File: config.mk
export PLATFORM = sky130hd
export DESIGN_NAME = loop_sweep_ctrl
export DESIGN_NICKNAME = d
export VERILOG_FILES = /design/src/rtl/loop_sweep_ctrl.sv
export SDC_FILE = /design/constraint.sdc
export NUM_CORES = 1
export LEC_CHECK = 0
export CAP_MARGIN = 20
export CELL_PAD_IN_SITES_DETAIL_PLACEMENT = 0
export CELL_PAD_IN_SITES_GLOBAL_PLACEMENT = 2
export CORE_ASPECT_RATIO = 0.6
export CORE_MARGIN = 2
export CORE_UTILIZATION = 38
export DETAILED_ROUTE_END_ITERATION = 10
export PLACE_DENSITY_LB_ADDON = 0.1
export SYNTH_ARGS = -nofsm -noshare
export SYNTH_HDL_FRONTEND = slang
export SYNTH_SLANG_ARGS = --single-unit
File: constraint.sdc
create_clock -name clk -period 4.7 [get_ports clk]
set_input_delay 0.94 -clock clk [delete_from_list [all_inputs] [get_ports clk]]
set_output_delay 0.94 -clock clk [all_outputs]
set_load 0.01 [all_outputs]
File: src/rtl/loop_sweep_ctrl.sv
// Sweep sequencer for combinational-loop characterisation: applies every input vector,
// classifies the observed nets as settled or oscillating and streams one record per vector.
module loop_sweep_ctrl #(
    parameter int unsigned IN_W       = 8,
    parameter int unsigned OBS_W      = 14,
    parameter int unsigned STABLE_CNT = 100,
    parameter int unsigned SETTLE_MAX = 1000,
    parameter int unsigned CNT_W      = 10
) (
    input  logic             clk,
    input  logic             rst,
    input  logic             start,
    input  logic             abort,
    output logic [IN_W-1:0]  dut_in,
    input  logic [OBS_W-1:0] obs,
    input  logic             lut_flag,
    output logic             busy,
    output logic             done,
    output logic             res_valid,
    input  logic             res_ready,
    output logic [IN_W-1:0]  res_vec,
    output logic             res_osc,
    output logic             res_lut,
    output logic             res_mismatch,
    output logic [IN_W:0]    osc_count,
    output logic [IN_W:0]    mis_count
);

    typedef enum logic [2:0] {
        StIdle,
        StApply,
        StMonitor,
        StReport,
        StDone
    } state_e;

    localparam logic [CNT_W-1:0] StableLim = CNT_W'(STABLE_CNT);
    localparam logic [CNT_W-1:0] WinLim    = CNT_W'(SETTLE_MAX);
    localparam logic [IN_W:0]    CntMax    = {1'b1, {IN_W{1'b0}}};

    state_e             state_q, state_d;
    logic [IN_W-1:0]    vec_q, vec_d;
    logic [IN_W-1:0]    dut_in_q, dut_in_d;
    logic [OBS_W-1:0]   prev_q, prev_d;
    logic [CNT_W-1:0]   stable_q, stable_d;
    logic [CNT_W-1:0]   win_q, win_d;
    logic [IN_W-1:0]    res_vec_q, res_vec_d;
    logic               res_osc_q, res_osc_d;
    logic               res_lut_q, res_lut_d;
    logic               res_mis_q, res_mis_d;
    logic [IN_W:0]      osc_cnt_q, osc_cnt_d;
    logic [IN_W:0]      mis_cnt_q, mis_cnt_d;

    logic               hit_stable;
    logic               hit_win;
    logic               is_osc;
    logic [CNT_W-1:0]   win_inc;
    logic [CNT_W-1:0]   stable_inc;

    assign win_inc    = win_q + 1'b1;
    assign stable_inc = stable_q + 1'b1;

    always_comb begin
        state_d    = state_q;
        vec_d      = vec_q;
        dut_in_d   = dut_in_q;
        prev_d     = prev_q;
        stable_d   = stable_q;
        win_d      = win_q;
        res_vec_d  = res_vec_q;
        res_osc_d  = res_osc_q;
        res_lut_d  = res_lut_q;
        res_mis_d  = res_mis_q;
        osc_cnt_d  = osc_cnt_q;
        mis_cnt_d  = mis_cnt_q;
        hit_stable = 1'b0;
        hit_win    = 1'b0;
        is_osc     = 1'b0;

        if (abort && (state_q != StIdle)) begin
            state_d = StIdle;
        end else begin
            unique case (state_q)
                StIdle: begin
                    if (start) begin
                        vec_d     = '0;
                        osc_cnt_d = '0;
                        mis_cnt_d = '0;
                        state_d   = StApply;
                    end
                end
                StApply: begin
                    dut_in_d = vec_q;
                    stable_d = '0;
                    win_d    = '0;
                    state_d  = StMonitor;
                end
                StMonitor: begin
                    // The window counts every monitor cycle, the capture cycle included.
                    win_d   = win_inc;
                    hit_win = (win_inc == WinLim);
                    if (win_q == '0) begin
                        prev_d = obs;
                    end else if (obs != prev_q) begin
                        prev_d   = obs;
                        stable_d = '0;
                    end else begin
                        stable_d   = stable_inc;
                        hit_stable = (stable_inc == StableLim);
                    end
                    if (hit_stable || hit_win) begin
                        is_osc    = ~hit_stable;
                        res_vec_d = vec_q;
                        res_osc_d = is_osc;
                        res_lut_d = lut_flag;
                        res_mis_d = is_osc ^ lut_flag;
                        if (is_osc && (osc_cnt_q != CntMax)) begin
                            osc_cnt_d = osc_cnt_q + 1'b1;
                        end
                        if ((is_osc ^ lut_flag) && (mis_cnt_q != CntMax)) begin
                            mis_cnt_d = mis_cnt_q + 1'b1;
                        end
                        state_d = StReport;
                    end
                end
                StReport: begin
                    if (res_ready) begin
                        if (vec_q == {IN_W{1'b1}}) begin
                            state_d = StDone;
                        end else begin
                            vec_d   = vec_q + 1'b1;
                            state_d = StApply;
                        end
                    end
                end
                StDone: begin
                    state_d = StIdle;
                end
                default: begin
                    state_d = StIdle;
                end
            endcase
        end
    end

    always_ff @(posedge clk or posedge rst) begin
        if (rst) begin
            state_q   <= StIdle;
            vec_q     <= '0;
            dut_in_q  <= '0;
            prev_q    <= '0;
            stable_q  <= '0;
            win_q     <= '0;
            res_vec_q <= '0;
            res_osc_q <= 1'b0;
            res_lut_q <= 1'b0;
            res_mis_q <= 1'b0;
            osc_cnt_q <= '0;
            mis_cnt_q <= '0;
        end else begin
            state_q   <= state_d;
            vec_q     <= vec_d;
            dut_in_q  <= dut_in_d;
            prev_q    <= prev_d;
            stable_q  <= stable_d;
            win_q     <= win_d;
            res_vec_q <= res_vec_d;
            res_osc_q <= res_osc_d;
            res_lut_q <= res_lut_d;
            res_mis_q <= res_mis_d;
            osc_cnt_q <= osc_cnt_d;
            mis_cnt_q <= mis_cnt_d;
        end
    end

    assign dut_in       = dut_in_q;
    assign busy         = (state_q != StIdle);
    assign done         = (state_q == StDone);
    assign res_valid    = (state_q == StReport);
    assign res_vec      = res_vec_q;
    assign res_osc      = res_osc_q;
    assign res_lut      = res_lut_q;
    assign res_mismatch = res_mis_q;
    assign osc_count    = osc_cnt_q;
    assign mis_count    = mis_cnt_q;

endmodule

; Word level (Yosys, flattened, before mapping)
; Index checks and enable logic that the tools add are counted.
[op_classes]
n_addsub = 5
n_eq_ne = 20
muxes = 27
n_bitwise = 3
reduce_logical = 20
[ops]
columns = operator, count
row1 = 2-to-1 mux 9 bit, 5
row2 = one-hot mux 10 bit (2 select lines), 2
row3 = one-hot mux 9 bit (2 select lines), 2
row4 = 2-to-1 mux 14 bit, 2
row5 = 2-to-1 mux 8 bit, 3
row6 = adder 10 x 1 -> 10 bit (second input constant), 2
row7 = 2-to-1 mux 10 bit, 2
row8 = adder 9 x 1 -> 9 bit (second input constant), 2
row9 = inequality test 9 bit (second input constant), 2
row10 = one-hot mux 8 bit (2 select lines), 1
row11 = 2-to-1 mux 3 bit, 5
row12 = AND reduction 5 bit, 3
row13 = inequality test 14 bit, 1
row14 = inequality test 2 bit (second input constant), 6
row15 = one-hot mux 3 bit (4 select lines), 1
row16 = AND reduction 3 bit, 4
row17 = equality test 10 bit (second input constant), 1
row18 = equality test 10 x 7 -> 1 bit (second input constant), 1
row19 = logical NOT 10 bit, 1
row20 = adder 8 x 1 -> 8 bit (second input constant), 1
row21 = equality test 8 bit (second input constant), 1
row22 = nonzero test 2 bit, 4
row23 = equality test 3 x 2 -> 1 bit (second input constant), 2
row24 = inequality test 3 bit (second input constant), 2
row25 = other kinds (12), 19
[totals]
register_bits = 82
input_bits = 20
out_inout_bits = 40
word_cells = 87

; Longest topological paths before layout
; Gate-level depths: netlist (run 1).
[depth]
depth_word = 12
mapped_depth = 10
mapped_depth_nobuf = 9

; Worst setup path before layout (run 1)
; OpenSTA, ideal clock, no wires.
[synth_timing]
path_kind = input-to-reg
startpoint = input port obs[1]
endpoint = register res_lut_q, in the netlist res_lut
setup_ns = 0.125
arrival_ns = 2.624
required_ns = 4.575
slack_ns = 1.951
stages = 7
path_cell_list = xor2_1 -> nor4_1 -> nand4_1 -> nor2_1 -> nand4_1 -> a21oi_4 -> mux2_2
[synth_between]
elab_chain_cells = 7
[synth_rtl]
columns = element, line_no
row1 = from (decl), 15  ; input logic [OBS_W-1:0] obs,
row2 = inequality test 14 bit, 104  ; end else if (obs != prev_q) begin
row3 = 2-to-1 mux 1 bit, 104
row4 = 2-to-1 mux 1 bit, 102  ; if (win_q == '0) begin
row5 = 2-to-1 mux 1 bit, 83  ; unique case (state_q)
row6 = 2-to-1 mux 1 bit, 80  ; if (abort && (state_q != StIdle)) begin
row7 = logical OR 1 bit, 111  ; if (hit_stable || hit_win) begin
row8 = AND reduction 3 bit (no source line), n/a
row9 = to (signal assigned), 169  ; res_lut_q <= res_lut_d;
row10 = to (decl), 49  ; logic res_lut_q, res_lut_d;
; Every way passes these cells. The select of a mux whose other input is x is not followed.
; A chain may end at the register's enable or synchronous reset.

; Final worst setup path (run 1)
[layout_timing]
startpoint = input port obs[1]
endpoint = register res_vec_q[4], in the netlist res_vec[4]
[layout_between]
elab_chain_cells = 7
[layout_rtl]
columns = element, line_no
row1 = inequality test 14 bit, 104
row2 = 2-to-1 mux 1 bit, 104
row3 = 2-to-1 mux 1 bit, 102
row4 = 2-to-1 mux 1 bit, 83
row5 = 2-to-1 mux 1 bit, 80
row6 = logical OR 1 bit, 111
row7 = AND reduction 3 bit (no source line), n/a
row8 = to (signal assigned), 167  ; res_vec_q <= res_vec_d;
row9 = to (decl), 47  ; logic [IN_W-1:0] res_vec_q, res_vec_d;
; Every way passes these cells. The select of a mux whose other input is x is not followed.

==> impl_metrics.json, run 1 <==
{
  "worst_hold_startpoint": "dut_in[4]",
  "worst_ep_required_time_ns": 4.92,
  "max-vdd-ir-drop_uv": 231,
  "final-hold-violation-count": 0,
  "seq_power_share": 0.427,
  "min_cycle_time_layout_ns": 3.39,
  "clock-root-buffer": "clkbuf_16",
  "synth.net_count": 476,
  "cts.path.max_buffers": 2,
  "timing.fmax_mhz": 295,
  "hold_path_end": "dut_in[4]",
  "synth.cell_area_um2": 4490,
  "chip_width_um": 144,
  "timing.critical_path.from": "obs[1]",
  "std_cell_rows": 30,
  "core_um2": 11400,
  "cell_internal_pwr_w": 0.00145,
  "grt.total_usage": 0.185,
  "first_global_vias": 3347,
  "holdPathStages": 1,
  "dr.first_iter.drc_count": 189,
  "p_sw_frac": 0.316,
  "antenna_cells": 0,
  "antenna_found_initial": 0,
  "rsz0062_at_grt": "no",
  "post-dp-hpwl_mm": 7.77,
  "grt_pass1_wl_mm": 18.2,
  "synth-warning-count": 0,
  "power-per-cell-area_nw_per_um2": 382,
  "hp-class": "flip-flop to flip-flop",
  "finalCritPeriodShare": 0.721,
  "most_common_cell_after_layout_fill_and_taps_aside": "dfrtp_1",
  "cts_htree_levels": 3,
  "grt_overflow": 0,
  "cts_repair_resize_count": 0,
  "layout_common_cells": "dfrtp_1, clkdlybuf4s50_1, o21ai_0",
  "dieArea_um2": 12700,
  "cts_post_setup_buffers_inserted": 0,
  "syn2layout_area_growth_pct": 23.5,
  "timing.max_slew.rel_slack": 0.405,
  "drc": 0,
  "pwr-share-clk": 0.326,
  "clock_sinks": 82,
  "synth_top_flop_cell": "dfrtp_1",
  "start_util": 0.393,
  "io_buffers": 59,
  "setup.worst_path.class": "primary input to flip-flop",
  "timing.rr.start": "stable_q[0]",
  "seq_cells_post_synth": 82,
  "run_status": "completed",
  "asyncSetResetFlopFracSynth": 1.00,
  "worst_slew_pin_slew_ns": 0.892,
  "leakagePower_nw": 2.33,
  "critical_path.reg2reg.endpoint": "res_vec[4]",
  "crit_fanout": 10,
  "depth_of_the_most_critical_reg_to_reg_path": 7,
  "holdWs_ns": 0.505,
  "vias": 3642,
  "routed_via_density": 5.44,
  "ys_types": 59,
  "io_pins": 60,
  "cts_hold_repair.buffers": 0,
  "crit_path_start_kind": "primary input",
  "net-switching-power_w": 0.000670,
  "fp.dieH_um": 88.2,
  "worst_skew_pair.late_latency_ns": 0.34,
  "timing.max_cap.violations": 0,
  "drtAntennaViolNets": 0,
  "avgRoutedWirePerCell_um": 16.6,
  "cts_tree": "built",
  "comb_power_share": 0.248,
  "tritoncts.num_buffers": 9,
  "setup_violations": 0,
  "synth_area_per_cell_um2": 10.0,
  "detailedRoute.firstPassIterationCount": 5,
  "netlist_instances": 447,
  "routabilityCongestion": 0.769,
  "setup_total_negative_slack_ns": 0,
  "clock-skew-final_ns": 0.00736,
  "grt_start_max_net_pins": 50,
  "timing.reg2reg.setup_slack_ns": 1.61,
  "finalMaxSlewViolations": 0,
  "finish.net_count": 533,
  "crit_arrival_ns": 3.61,
  "worst_path_clk_slew_ns": 0.06,
  "nFillCells": 1109,
  "synth_enable_flop_cells": 0,
  "drt_total_wl_mm": 11.1,
  "final_layout_size_suffix_gt1_frac": 0.147,
  "cp-end-kind": "flip-flop",
  "synth-seq-area-share": 0.457
}
flip-flops by register name, summed over array words and instances, names as in the netlist, 3 cells and up:
register / cells
prev_q: 14
stable_q: 10
win_q: 10
mis_count: 9
osc_count: 9
dut_in: 8
res_vec: 8
vec_q: 8
state_q: 3
power by group through the flow:
stage | combinational [W] | sequential (W) | clock [W]
final | 0.000525 | 0.000904 | 0.000690
after floorplan | 0.000375 | 0.000884 | 0
after detailed placement | 0.000529 | 0.000918 | 0
after CTS | 0.000532 | 0.000904 | 0.000709
after global routing | 0.000584 | 0.000924 | 0.000738
after global placement | 0.000524 | 0.000911 | 0
synthesized netlist by cell type, types with 4 or more instances:
library cell | count | share of area
dfrtp_1 | 82 | 0.46
o21ai_0 | 39 | 0.044
mux2_2 | 33 | 0.083
nor2_1 | 30 | 0.025
nand2_1 | 25 | 0.021
nand3_1 | 20 | 0.022
inv_1 | 18 | 0.015
xor2_1 | 18 | 0.035
and3_1 | 15 | 0.021
a31oi_1 | 12 | 0.017
clkbuf_1 | 11 | 0.0092
nand4_1 | 10 | 0.014
a21oi_1 | 9 | 0.010
ha_1 | 9 | 0.025
o31ai_1 | 9 | 0.015
nor3_1 | 7 | 0.0078
o21a_1 | 7 | 0.012
nor2b_1 | 6 | 0.0084
nor4_1 | 6 | 0.0084
buf_2 | 5 | 0.0056
o22a_1 | 5 | 0.0098
or2_2 | 5 | 0.0070
xnor2_1 | 4 | 0.0078
cell families (layout without fill, tap and decap cells):
kind of cell,count (synthesis),after routing,synth area share
AND/OR/NAND/NOR,152,152,0.189
AO/OA/AOI/OAI,108,108,0.161
flip-flops,82,82,0.457
buffers and inverters,38,100,0.0346
multiplexers,36,36,0.0895
XOR/XNOR,22,22,0.0430
adder cells (fa/ha/maj),9,9,0.0251
critical path: stages:
cell             delay, ns
clkdlybuf4s50_1       0.43
xor2_1                0.15
nor4_1                0.38
nand4_1               0.22
nor2_1                0.18
nand4_1               0.38
a21oi_4               0.52
mux2_2                0.39
routing by layer:
metal,share of wire,track usage,wire (µm)
met2,0.39,0.245,4350
met3,0.053,0.0372,592
met5,0,0,0
met4,0.0078,0.0450,87
met1,0.55,0.300,6080
final cells by class:
| cell class | instances | area [µm²] | area share |
|---|---|---|---|
| Clock buffer | 11 | 253 | 0.0456 |
| Inverter | 18 | 68.8 | 0.0124 |
| Sequential cell | 82 | 2050 | 0.370 |
| Multi-Input combinational cell | 327 | 2280 | 0.412 |
| Timing Repair Buffer | 66 | 643 | 0.116 |
| Tap cell | 160 | 200 | 0.0361 |
| Clock inverter | 5 | 37.5 | 0.00678 |
per-stage QoR:
stage	setup WS, ns	power (W)	util	cells	instance area [µm²]
after global placement	1.08	0.00143	0.460	653	5250
final	1.31	0.00212	0.485	669	5540
after floorplan	1.65	0.00126	-	447	4490
after CTS	1.30	0.00215	0.485	669	5540
after detailed placement	0.953	0.00145	0.460	653	5250
after global routing	1.07	0.00225	0.485	669	5540
how the worst max path moves through the flow:
stage	cells past startpoint	end
floorplan	1	dut_in[0]
global placement	8	res_vec[0]
detailed placement	8	res_vec[4]
CTS	8	res_vec[4]
global route	8	res_vec[4]
finish	8	res_vec[4]
Power figures use the tool's default switching activity.
==> inputs of run 2 (changes only) <==
--- a/config.mk
+++ b/config.mk
@@ -10,7 +10,7 @@
 export CELL_PAD_IN_SITES_GLOBAL_PLACEMENT = 2
 export CORE_ASPECT_RATIO = 0.6
 export CORE_MARGIN = 2
-export CORE_UTILIZATION = 38
+export CORE_UTILIZATION = 35
 export DETAILED_ROUTE_END_ITERATION = 10
 export PLACE_DENSITY_LB_ADDON = 0.1
 export SYNTH_ARGS = -nofsm -noshare
==> constraint.sdc (replaced) <==
create_clock -name clk -period 3.3 [get_ports clk]
set_input_delay 0.66 -clock clk [delete_from_list [all_inputs] [get_ports clk]]
set_output_delay 0.66 -clock clk [all_outputs]
set_load 0.01 [all_outputs]
==> impl_metrics.json, run 2 (synthesis results as in run 1) <==
{
  "crit_fanout": 9,
  "clock-root-buffer": "clkbuf_16",
  "routed_via_density": 5.27,
  "worst_setup_path_endpoint": "mis_count[0]",
  "finalCritPeriodShare": 0.910,
  "final-hold-violation-count": 0,
  "holdWs_ns": 0.503,
  "cp-end-kind": "flip-flop",
  "grt_overflow": 0,
  "worst_path_clk_slew_ns": 0.07,
  "io_buffers": 59,
  "drt_total_wl_mm": 11.2,
  "power-per-cell-area_nw_per_um2": 545,
  "leakagePower_nw": 2.37,
  "critical_path.reg2reg.endpoint": "mis_count[0]",
  "cts_tree": "built",
  "hp-class": "flip-flop to flip-flop",
  "timing.max_cap.violations": 0,
  "max-vdd-ir-drop_uv": 246,
  "routabilityCongestion": 0.802,
  "vias": 3601,
  "worst_ep_required_time_ns": 3.52,
  "grt.total_usage": 0.170,
  "timing.reg2reg.setup_slack_ns": 0.30,
  "timing.rr.start": "stable_q[0]",
  "clock-skew-final_ns": 0.0131,
  "finish.net_count": 542,
  "avgRoutedWirePerCell_um": 16.3,
  "antenna_cells": 0,
  "std_cell_rows": 31,
  "dieArea_um2": 13800,
  "dr.first_iter.drc_count": 179,
  "fin_cells": 683,
  "io_pins": 60,
  "timing.max_slew.rel_slack": 0.609,
  "post-dp-hpwl_mm": 8.09,
  "cts_repair_resize_count": 0,
  "setup.worst_path.class": "flip-flop to flip-flop",
  "clock_sinks": 82,
  "fp.dieH_um": 91.7,
  "first_global_vias": 3488,
  "finalMaxSlewViolations": 0,
  "tritoncts.num_buffers": 9,
  "detailedRoute.firstPassIterationCount": 4,
  "max_stage_delay_ns": 0.60,
  "worst_skew_pair.late_latency_ns": 0.34,
  "most_common_cell_after_layout_fill_and_taps_aside": "dfrtp_1",
  "min_cycle_time_layout_ns": 3.00,
  "depth_of_the_most_critical_reg_to_reg_path": 8,
  "crit_path_start_kind": "flip-flop",
  "drc": 0,
  "chip_width_um": 150,
  "layout_top_registers": "prev_q x14, stable_q x10, win_q x10",
  "antenna_found_initial": 0,
  "rsz0062_at_grt": "no",
  "registers.top_by_ff_count": "prev_q",
  "crit_arrival_ns": 3.22,
  "timing.critical_path.cells": "ha_1 > inv_1 > or4b_2 > nand3_1 > nor4b_4 > and3_1 > nor3_4 > mux2_2",
  "cts_hold_repair.buffers": 0,
  "cts_htree_levels": 3,
  "timing.critical_path.from": "stable_q[0]",
  "setup_total_negative_slack_ns": 0,
  "final_layout_size_suffix_gt1_frac": 0.160,
  "area.sequential_um2": 2050,
  "postLayoutCellArea_um2": 5620,
  "syn2layout_area_growth_pct": 25.2,
  "setup_violations": 0,
  "layout_common_cells": "dfrtp_1, clkdlybuf4s50_1, o21ai_0",
  "numPlacedInstances": 667,
  "cts.path.max_buffers": 2,
  "timing.fmax_mhz": 333,
  "placed_area_um2": 5320,
  "worst_slew_pin_slew_ns": 0.581,
  "core_um2": 12300,
  "grt_start_max_net_pins": 35,
  "grt_pass1_wl_mm": 18.5,
  "multiInputGateArea_um2": 2280,
  "nFillCells": 1150,
  "cpMaxStageDelayCell": "or4b_2",
  "run_status": "completed",
  "total_power_w": 0.00306,
  "start_util": 0.365,
  "largest_reg_flops": 14,
  "cts_post_setup_buffers_inserted": 0,
  "drtAntennaViolNets": 0
}
-- run 2: cell count changes in the layout (fill, tap and decap cells not counted), sizes merged --
cell      previous run  this run
bufinv               0         1
clkbuf              11        10
clkinv               3         2
clkinvlp             2         3
buf                  7        16
-- run 2: worst max-delay path, delay by kind of cell (launching register included) --
family,cells,cell delay (ns)
fa+ha+maj,1,0.34
flops,1,0.50
simple gates,5,1.66
mux,1,0.29
buf+inv,1,0.10
-- run 2: area by class of cell --
class	count	area share
multi-input cells	327	0.407
flip-flops and latches	82	0.365
repair buffers	75	0.127
clock buffers	10	0.0408
well taps	165	0.0367
inverters	18	0.0122
clock inverters	6	0.0118
-- run 2: report_power, final --
group / internal, W / switching (W)
sequential: 0.00115 / 0.000137
combinational: 0.000373 / 0.000390
clock: 0.000588 / 0.000425
total: 0.00211 / 0.000953
-- run 2: routing by layer --
metal  vias to the layer above  routed length, µm  global-route usage
met1                      1773               6190               0.268
met3                         2                480              0.0443
met4                         0                 25              0.0362
li1                       1770                  -                   -
met2                        56               4460               0.230
met5                         -                  0                   0
-- run 2: metrics by stage --
stage / util / setup WS [ns]
4_1_cts: 0.457 / 0.327
3_3_place_gp: 0.432 / 0.125
3_5_place_dp: 0.433 / 0.0906
5_1_grt: 0.457 / 0.0961
6_report: 0.457 / 0.297
2_1_floorplan: - / 0.532
-- run 2: how the worst min path moves through the flow --
stage | end | slack [ns] | cells past startpoint | from
final | res_vec[4] | 0.50 | 1 | res_vec[4]
after global placement | dut_in[3] | 0.49 | 1 | dut_in[3]
after detailed placement | dut_in[3] | 0.50 | 1 | dut_in[3]
after floorplan | win_q[9] | 0.47 | 1 | win_q[9]
after global routing | dut_in[4] | 0.53 | 1 | dut_in[4]
after CTS | dut_in[3] | 0.51 | 1 | dut_in[3]
==> inputs of run 3 (changes only) <==
--- a/config.mk
+++ b/config.mk
@@ -7,10 +7,10 @@
 export LEC_CHECK = 0
 export CAP_MARGIN = 20
 export CELL_PAD_IN_SITES_DETAIL_PLACEMENT = 0
-export CELL_PAD_IN_SITES_GLOBAL_PLACEMENT = 2
+export CELL_PAD_IN_SITES_GLOBAL_PLACEMENT = 1
 export CORE_ASPECT_RATIO = 0.6
 export CORE_MARGIN = 2
-export CORE_UTILIZATION = 35
+export CORE_UTILIZATION = 43
 export DETAILED_ROUTE_END_ITERATION = 10
 export PLACE_DENSITY_LB_ADDON = 0.1
 export SYNTH_ARGS = -nofsm -noshare
==> constraint.sdc (replaced) <==
create_clock -name clk -period 3.3 [get_ports clk]
set_input_delay 0.99 -clock clk [delete_from_list [all_inputs] [get_ports clk]]
set_output_delay 0.99 -clock clk [all_outputs]
set_load 0.01 [all_outputs]
==> impl_metrics.json, run 3 (synthesis results as in run 1) <==
{
  "run_status": "completed",
  "start_util": 0.449,
  "nFillCells": 877,
  "finalMaxSlewViolations": 0,
  "cts_repair_resize_count": 0,
  "path_buf_inv": 2,
  "avgRoutedWirePerCell_um": 16.5,
  "timing.max_slew.rel_slack": 0.572,
  "post-dp-hpwl_mm": 7.75,
  "tritoncts.num_buffers": 9,
  "clock-skew-final_ns": 0.00620,
  "max_stage_delay_ns": 0.43,
  "crit_fanout": 10,
  "routabilityCongestion": 0.818,
  "dieArea_um2": 11300,
  "multiInputGateArea_um2": 2280,
  "worst_ep_required_time_ns": 3.52,
  "clock-root-buffer": "clkbuf_16",
  "worst_path_dominant_cell_family": "simple AND/OR/NAND/NOR gates",
  "area.sequential_um2": 2050,
  "grt_start_max_net_pins": 37,
  "seq_power_share": 0.404,
  "dr.first_iter.drc_count": 249,
  "finalCritPeriodShare": 0.932,
  "drtAntennaViolNets": 0,
  "cts_hold_repair.buffers": 0,
  "cts_htree_levels": 3,
  "cts.path.max_buffers": 2,
  "setup.worst_path.class": "primary input to flip-flop",
  "antenna_found_initial": 0,
  "grt.total_usage": 0.201,
  "clock_sinks": 82,
  "registers.top_by_ff_count": "prev_q",
  "timing.fmax_mhz": 325,
  "syn2layout_area_growth_pct": 26.6,
  "timing.max_cap.violations": 0,
  "io_pins": 60,
  "first_global_vias": 3420,
  "pwr-share-clk": 0.353,
  "timing.critical_path.cells": "clkdlybuf4s50_1 > xor2_1 > nor4_1 > nand4_1 > nor2_1 > nand4_1 > a21oi_4 > buf_12 > mux2_2",
  "final-hold-violation-count": 0,
  "p_sw_frac": 0.297,
  "grt_overflow": 0,
  "leakagePower_nw": 2.43,
  "max-vdd-ir-drop_uv": 310,
  "crit_path_start_kind": "primary input",
  "crit_arrival_ns": 3.29,
  "std_cell_rows": 28,
  "drt_total_wl_mm": 10.8,
  "io_buffers": 59,
  "power-per-cell-area_nw_per_um2": 561,
  "cts_tree": "built",
  "worst_slew_pin_slew_ns": 0.642,
  "worst_path_clk_slew_ns": 0.06,
  "total_power_w": 0.00319,
  "net-switching-power_w": 0.000947,
  "comb_power_share": 0.243,
  "rsz0062_at_grt": "no",
  "drc": 0,
  "final_layout_size_suffix_gt1_frac": 0.169,
  "crit_path_frequent_cell": "nand4_1",
  "vias": 3690,
  "hp-class": "flip-flop to flip-flop",
  "routed_via_density": 5.62,
  "worst_skew_pair.late_latency_ns": 0.34,
  "holdWs_ns": 0.504,
  "fp.dieH_um": 83.1,
  "most_common_cell_after_layout_fill_and_taps_aside": "dfrtp_1",
  "finish.net_count": 546,
  "grt_pass1_wl_mm": 17.9,
  "cp-end-kind": "flip-flop",
  "chip_width_um": 136,
  "layout_common_cells": "dfrtp_1, clkdlybuf4s50_1, o21ai_0",
  "layout_top_registers": "prev_q x14, stable_q x10, win_q x10",
  "setup_violations": 0,
  "antenna_cells": 0,
  "core_um2": 9980,
  "cts_post_setup_buffers_inserted": 0,
  "detailedRoute.firstPassIterationCount": 5,
  "min_cycle_time_layout_ns": 3.07,
  "cell_internal_pwr_w": 0.00224,
  "cpMaxStageDelayCell": "clkdlybuf4s50_1",
  "largest_reg_flops": 14
}
## run 3: through the flow
stage,area (µm²),cells,util,setup slack (ns),TNS [ns]
2_1_floorplan,4490,447,-,0.202,0
3_3_place_gp,5330,640,0.534,-0.0782,-1.51
3_5_place_dp,5330,640,0.534,-0.134,-3.13
4_1_cts,5670,656,0.568,0.224,0
5_1_grt,5680,657,0.569,0.0869,0
6_report,5680,657,0.569,0.226,0
## run 3: worst register-to-register path: stages (launching register included)
cell and delay, ns:
dfrtp_1 0.42, ha_1 0.31, nand3_1 0.13, or3_1 0.37
a211o_1 0.35, a2111oi_2 0.50, and2_1 0.23, a21o_1 0.31
mux2i_1 0.22
## run 3: per-layer routing
metal  GRT usage  vias up  share of wire
met3      0.0415       11          0.046
met1       0.315     1810           0.53
met5           0        -              0
li1            -     1783              -
met2       0.281       86           0.41
met4      0.0483        0          0.011
## run 3: power by group through the flow
stage	logic (W)	clock network (W)	registers, W
global placement	0.000760	0	0.00129
floorplan	0.000534	0	0.00126
detailed placement	0.000769	0	0.00130
global route	0.000857	0.00120	0.00131
finish	0.000772	0.00113	0.00129
CTS	0.000775	0.00115	0.00129
## run 3: worst paths after layout
kind / startpoint / to / slack [ns] / depth (start not counted)
setup / recovery: obs[1] / res_vec[4] / 0.23 / 9
hold / removal: dut_in[7] / dut_in[7] / 0.50 / 1
setup reg to reg: win_q[1] / osc_count[1] / 0.39 / 8
hold reg to reg: dut_in[7] / dut_in[7] / 0.50 / 1
max in group asynchronous: rst / prev_q[9] / 1.61 / 3
min in group asynchronous: rst / stable_q[2] / 1.06 / 2
## run 3: final cells by class
| cell class | count | share of cell area |
|---|---|---|
| inverters | 18 | 0.0121 |
| clock buffers | 11 | 0.0445 |
| multi-input cells | 327 | 0.402 |
| clock inverters | 5 | 0.0150 |
| flip-flops and latches | 82 | 0.361 |
| well taps | 135 | 0.0297 |
| repair buffers | 79 | 0.135 |
